$ cat src/rtl/mem_if_pkg.sv
`default_nettype none
// ============================================================================
// mem_if_pkg : shared state encoding and parameter defaults for mem_interface
// Revision   : 1.0
// ============================================================================
package mem_if_pkg;

  typedef enum logic [1:0] {
    IDLE  = 2'd0,
    READ  = 2'd1,
    WRITE = 2'd2,
    DONE  = 2'd3
  } state_t;

  localparam int DEF_ADDR_W  = 9;
  localparam int DEF_TIMEOUT = 15;

endpackage
`default_nettype wire

$ cat src/rtl/wait_timer.sv
`default_nettype none
// ============================================================================
// wait_timer : counts cycles spent waiting for mem_ack; expired marks the last
//              allowed wait cycle
// Revision   : 1.0
// ============================================================================
module wait_timer #(
  parameter int TIMEOUT = mem_if_pkg::DEF_TIMEOUT
) (
  input  logic clk,
  input  logic clr,
  input  logic start,
  input  logic tick,
  output logic expired
);

  localparam int CW = (TIMEOUT > 1) ? $clog2(TIMEOUT + 1) : 1;
  localparam logic [CW-1:0] LAST = CW'(TIMEOUT - 1);

  logic [CW-1:0] count;

  // count is 0 in the first wait cycle, so LAST flags the TIMEOUT-th cycle
  assign expired = (count == LAST);

  always_ff @(posedge clk or negedge clr) begin
    if (!clr) begin
      count <= '0;
    end else if (start) begin
      count <= '0;
    end else if (tick && !expired) begin
      count <= count + 1'b1;
    end
  end

endmodule
`default_nettype wire

$ cat src/rtl/mem_interface.sv
`default_nettype none
// ============================================================================
// mem_interface : MAR/MDR register pair with a read/write handshake FSM and
//                 a cycle-bounded wait for mem_ack
// Revision      : 1.0
// ============================================================================
module mem_interface
  import mem_if_pkg::*;
#(
  parameter int ADDR_W  = DEF_ADDR_W,
  parameter int TIMEOUT = DEF_TIMEOUT
) (
  input  logic              clk,
  input  logic              clr,
  input  logic [31:0]       bus_in,
  input  logic              mar_load,
  input  logic              mdr_load,
  input  logic              rd_req,
  input  logic              wr_req,
  input  logic [31:0]       mem_rdata,
  input  logic              mem_ack,
  output logic [ADDR_W-1:0] mem_addr,
  output logic [31:0]       mem_wdata,
  output logic              mem_rd,
  output logic              mem_wr,
  output logic [31:0]       mdr_out,
  output logic              busy,
  output logic              done,
  output logic              err
);

  state_t            state;
  logic [ADDR_W-1:0] mar;
  logic [31:0]       mdr;
  logic              err_q;
  logic              timer_start;
  logic              expired;

  assign timer_start = (state == IDLE) && (rd_req || wr_req);

  wait_timer #(.TIMEOUT(TIMEOUT)) u_wait_timer (
    .clk     (clk),
    .clr     (clr),
    .start   (timer_start),
    .tick    (busy),
    .expired (expired)
  );

  // Strobes come straight from the state register so reset kills them at once
  assign mem_rd    = (state == READ);
  assign mem_wr    = (state == WRITE);
  assign busy      = (state == READ) || (state == WRITE);
  assign done      = (state == DONE);
  assign err       = err_q;
  assign mem_addr  = mar;
  assign mem_wdata = mdr;
  assign mdr_out   = mdr;

  always_ff @(posedge clk or negedge clr) begin
    if (!clr) begin
      state <= IDLE;
      mar   <= '0;
      mdr   <= '0;
      err_q <= 1'b0;
    end else begin
      case (state)
        IDLE: begin
          err_q <= 1'b0;
          if (mar_load) mar <= bus_in[ADDR_W-1:0];
          if (mdr_load) mdr <= bus_in;
          if (rd_req)      state <= READ;
          else if (wr_req) state <= WRITE;
        end
        READ: begin
          if (mem_ack) begin
            mdr   <= mem_rdata;
            state <= DONE;
          end else if (expired) begin
            err_q <= 1'b1;
            state <= DONE;
          end
        end
        WRITE: begin
          if (mem_ack) begin
            state <= DONE;
          end else if (expired) begin
            err_q <= 1'b1;
            state <= DONE;
          end
        end
        DONE: begin
          err_q <= 1'b0;
          state <= IDLE;
        end
        default: state <= IDLE;
      endcase
    end
  end

endmodule
`default_nettype wire

$ cat config.mk
export PLATFORM = sky130hd
export DESIGN_NAME = mem_interface
export DESIGN_NICKNAME = d
export VERILOG_FILES = /design/src/rtl/mem_if_pkg.sv /design/src/rtl/wait_timer.sv /design/src/rtl/mem_interface.sv
export SDC_FILE = /design/constraint.sdc
export NUM_CORES = 1
export LEC_CHECK = 0
export CAP_MARGIN = 15
export CORE_UTILIZATION = 45
export DETAILED_ROUTE_END_ITERATION = 8
export DONT_BUFFER_PORTS = 1
export HOLD_SLACK_MARGIN = 0.03
export PLACE_DENSITY = 0.68
export SYNTH_ARGS = -nofsm -noshare
export SYNTH_HDL_FRONTEND = slang
export SYNTH_HIERARCHICAL = 1
export SYNTH_SLANG_ARGS = --single-unit
$ cat constraint.sdc
create_clock -name clk -period 1.8 [get_ports clk]
set_input_delay 0.27 -clock clk [delete_from_list [all_inputs] [get_ports clk]]
set_output_delay 0.27 -clock clk [all_outputs]
set_load 0.01 [all_outputs]
==> flow_summary.toml <==
[final_layout]
antenna_cells = 0
stdcell_count = 261
areaGrowthSynthToFinish_pct = 6.46
nets = 263
drive_above_1_share = 0.554

[hold_path]
min_from = "bus_in[3]"
min_path_cells = 1
min_to = "mem_addr[3]"
hold_class = "input pin to flop"

[floorplan]
coreArea_mm2 = 0.00589
ioPinCount = 149
die_w_um = 79.9
start_util = 0.464
fp-row-count = 28
die_area_mm2 = 0.00639
die_h_um = 79.9

[power_and_ir_drop]
clock_power_share = 0.120
internal-power_w = 0.00401
p_sw_w = 0.00242
ir_worst_vdd_mv = 1.18
p_leak_nw = 1.28
seqPwrFrac = 0.403
cellPowerDensity_mw_per_mm2 = 2210
swShare = 0.377
power_w = 0.00643
comb_power_share = 0.476

[global_routing]
grt_pass1_vias = 1537
grt_max_degree = 49
top_usage_layer = "met2"
grt_use_met3 = 0.0606
grtUsageTotal = 0.158
grt_first_pass_wirelength_mm = 7.61
use_met2 = 0.280
grt-ovfl-total = 0
grtUsageMet1 = 0.175
antenna_found_initial = 0

[clock_network]
h-tree-depth = 2
clk_path_buf_depth = 2
cts_tree = "built"
cts_root_buffer = "clkbuf_8"
path_clk_slew_ps = 90
cts_buffers = 5
cts.sinks = 48
clock_latency_ps = 290

[timing]
hold_viol = 0
relSlewSlack = 0.762
clock_skew_ps = 4.68
whs_ps = 116
fin_crit_ps = 1750
finalCritPeriodShare = 0.970
drv_slew = 0
rsz0062_at_grt = "no"
max_freq_mhz = 573
worst_pin_slew_ps = 356
setup_viol = 0
setup_ws_ps = 53.6
setup_tns_ps = 0

[worst_setup_path]
path_max_fanout = 9
regToRegEndpoint = "mdr_out[22]"
critical-path-top-delay-family = "multiplexers"
critPathLaunch = "state[0]"
ff2ff_setup_slack_ps = 50
crit_required_ps = 1990
crit_slowest_cell = "dfrtp_1"
path_class = "flop to flop"
crit_chain = "inv_2 > ha_4 > mux2i_4 > a21oi_4 > buf_12 > clkbuf_16 > mux2_4"
worst_path_largest_cell_delay_ps = 450
critPathBufInv = 3
arrival_ps = 1930
startpoint_type = "flop"
critPathCaptureType = "flop"
rr_worst_depth = 7
r2r_start = "state[0]"

[logic_synthesis]
synth_xor_area_frac = 0
synth_compound_area_frac = 0.0261
synth_seq_area_share = 0.440
synthCells = 202
synth_area_mm2 = 0.00273
async_flop_share = 1.00
synthMuxAreaShare = 0.357
synth_fa_ha_area_frac = 0.0321
synthTopCellsByArea = "dfrtp_1, mux2_2, mux2_4"
syn-num-nets = 280
synth-seq-cells = 48
synth_top_family_by_area = "multiplexers"
synth_ff_type = "dfrtp_1"
ys.warnings.count = 6
synth.avg_cell_area_um2 = 13.5
yosys.area.top_type_share = 0.440
synth_largest_area_cell = "dfrtp_1"
ys_types = 23
synth-edff-count = 0
synthSimpleGateAreaFrac = 0.0275

[route]
ant_nets = 0
drt-total-wl_mm = 5.20
dr.first_iter.drc_count = 34
viasPerCell = 5.55
num_vias = 1449
wire_per_inst_um = 19.9
drc_errors = 0
drtPass1Iterations = 4

[place]
portBuffers = 0
pre_cts_ws_ps = -56.1
finalWeightedCongestion = 0.701
dpl.hpwl_mm = 3.62
dp_cells = 245

[status]
outcome = "finished clean"

[run]
maxCapViolCount = 0
[repair_timing]
action | CTS | global route
endpoints found under the setup margin | 15 | 32
gates cloned | 0 | 3
endpoints found under the hold margin | 48 | 0
setup buffers | 0 | 3
gates resized for setup | 2 | 8
hold buffers | 2 | 0
[sequential cells by signal, summed over array words and instances (netlist names)]
| name | flops |
|---|---|
| err | 1 |
| u_wait_timer/count | 4 |
| mem_addr | 9 |
| state | 2 |
| mdr_out | 32 |
[layout make-up]
| class | count | area [um^2] |
|---|---|---|
| Fill cell | 514 | 2980 |
| Multi-Input combinational cell | 109 | 1250 |
| Sequential cell | 48 | 1200 |
| Timing Repair Buffer | 15 | 238 |
| Tap cell | 75 | 93.8 |
| Clock buffer | 6 | 72.6 |
| Clock inverter | 2 | 35.0 |
| Inverter | 6 | 22.5 |
[power by group through the flow]
stage / Combinational (W) / Sequential, W / Clock (W)
detailed placement: 0.00258 / 0.00260 / 0
CTS: 0.00264 / 0.00260 / 0.000796
floorplan: 0.00293 / 0.00224 / 0
finish: 0.00306 / 0.00259 / 0.000774
global placement: 0.00243 / 0.00257 / 0
global route: 0.00328 / 0.00269 / 0.000855
[synthesized netlist by cell type (all sizes together) (2+ instances only)]
library cell,instances
nor2b,3
o21ai,4
dfrtp,48
nand2,2
a21oi,5
nand3,3
mux2i,4
inv,6
ha,7
nor2,3
mux2,73
buf,39
[stage by stage]
| stage | utilization | cell area [um^2] |
|---|---|---|
| 4_1_cts | 0.470 | 2770 |
| 3_5_place_dp | 0.443 | 2610 |
| 5_1_grt | 0.494 | 2910 |
| 3_3_place_gp | 0.443 | 2610 |
| 2_1_floorplan | - | 2730 |
| 6_report | 0.494 | 2910 |
[worst max-delay path by stage]
| stage | end | slack [ps] | cells past startpoint |
|---|---|---|---|
| global route | mdr_out[21] | 20 | 7 |
| detailed placement | mdr_out[13] | -60 | 6 |
| finish | mdr_out[22] | 50 | 7 |
| global placement | mdr_out[15] | 20 | 6 |
| floorplan | mdr_out[0] | 30 | 6 |
| CTS | mdr_out[30] | 20 | 6 |
[kinds of logic (layout without fill, tap and decap cells)]
family	Yosys count	in the layout
mux	77	77
flops	48	48
buf+inv	45	29
simple gates	14	14
compound gates	11	11
fa+ha+maj	7	7
[layout by cell type, fill, tap and decap left out]
| cell type | Yosys | final |
|---|---|---|
| mux2i_1 | 4 | 3 |
| a21oi_1 | 4 | 4 |
| nand4_1 | 1 | 1 |
| inv_2 | 2 | 4 |
| a22oi_1 | 1 | 1 |
| buf_4 | 32 | 6 |
| mux2_2 | 43 | 43 |
| clkbuf_1 | 0 | 1 |
| a21oi_4 | 1 | 1 |
| o21ai_0 | 4 | 4 |
| mux2_4 | 30 | 30 |
| or3_1 | 1 | 1 |
| nand3_2 | 1 | 1 |
| clkinv_2 | 0 | 1 |
| buf_16 | 0 | 1 |
| ha_1 | 7 | 5 |
| ha_4 | 0 | 2 |
| nand2_1 | 2 | 2 |
| nor2b_1 | 3 | 3 |
| buf_12 | 0 | 4 |
| bufinv_16 | 0 | 1 |
| inv_1 | 4 | 2 |
| o31ai_1 | 1 | 1 |
| clkbuf_16 | 0 | 3 |
| dfrtp_1 | 48 | 48 |
| clkbuf_8 | 0 | 5 |
| nor2_1 | 3 | 3 |
| dlygate4sd3_1 | 0 | 1 |
| mux2i_4 | 0 | 1 |
| nand3_1 | 2 | 2 |
| nor3_1 | 1 | 1 |
[per-layer routing]
| metal | vias up | routed length [um] |
|---|---|---|
| met3 | 6 | 470 |
| met1 | 723 | 1950 |
| li1 | 628 | - |
| met4 | 0 | 36 |
| met5 | - | 0 |
| met2 | 92 | 2740 |
Note: power is estimated with default switching activity, not from simulation.
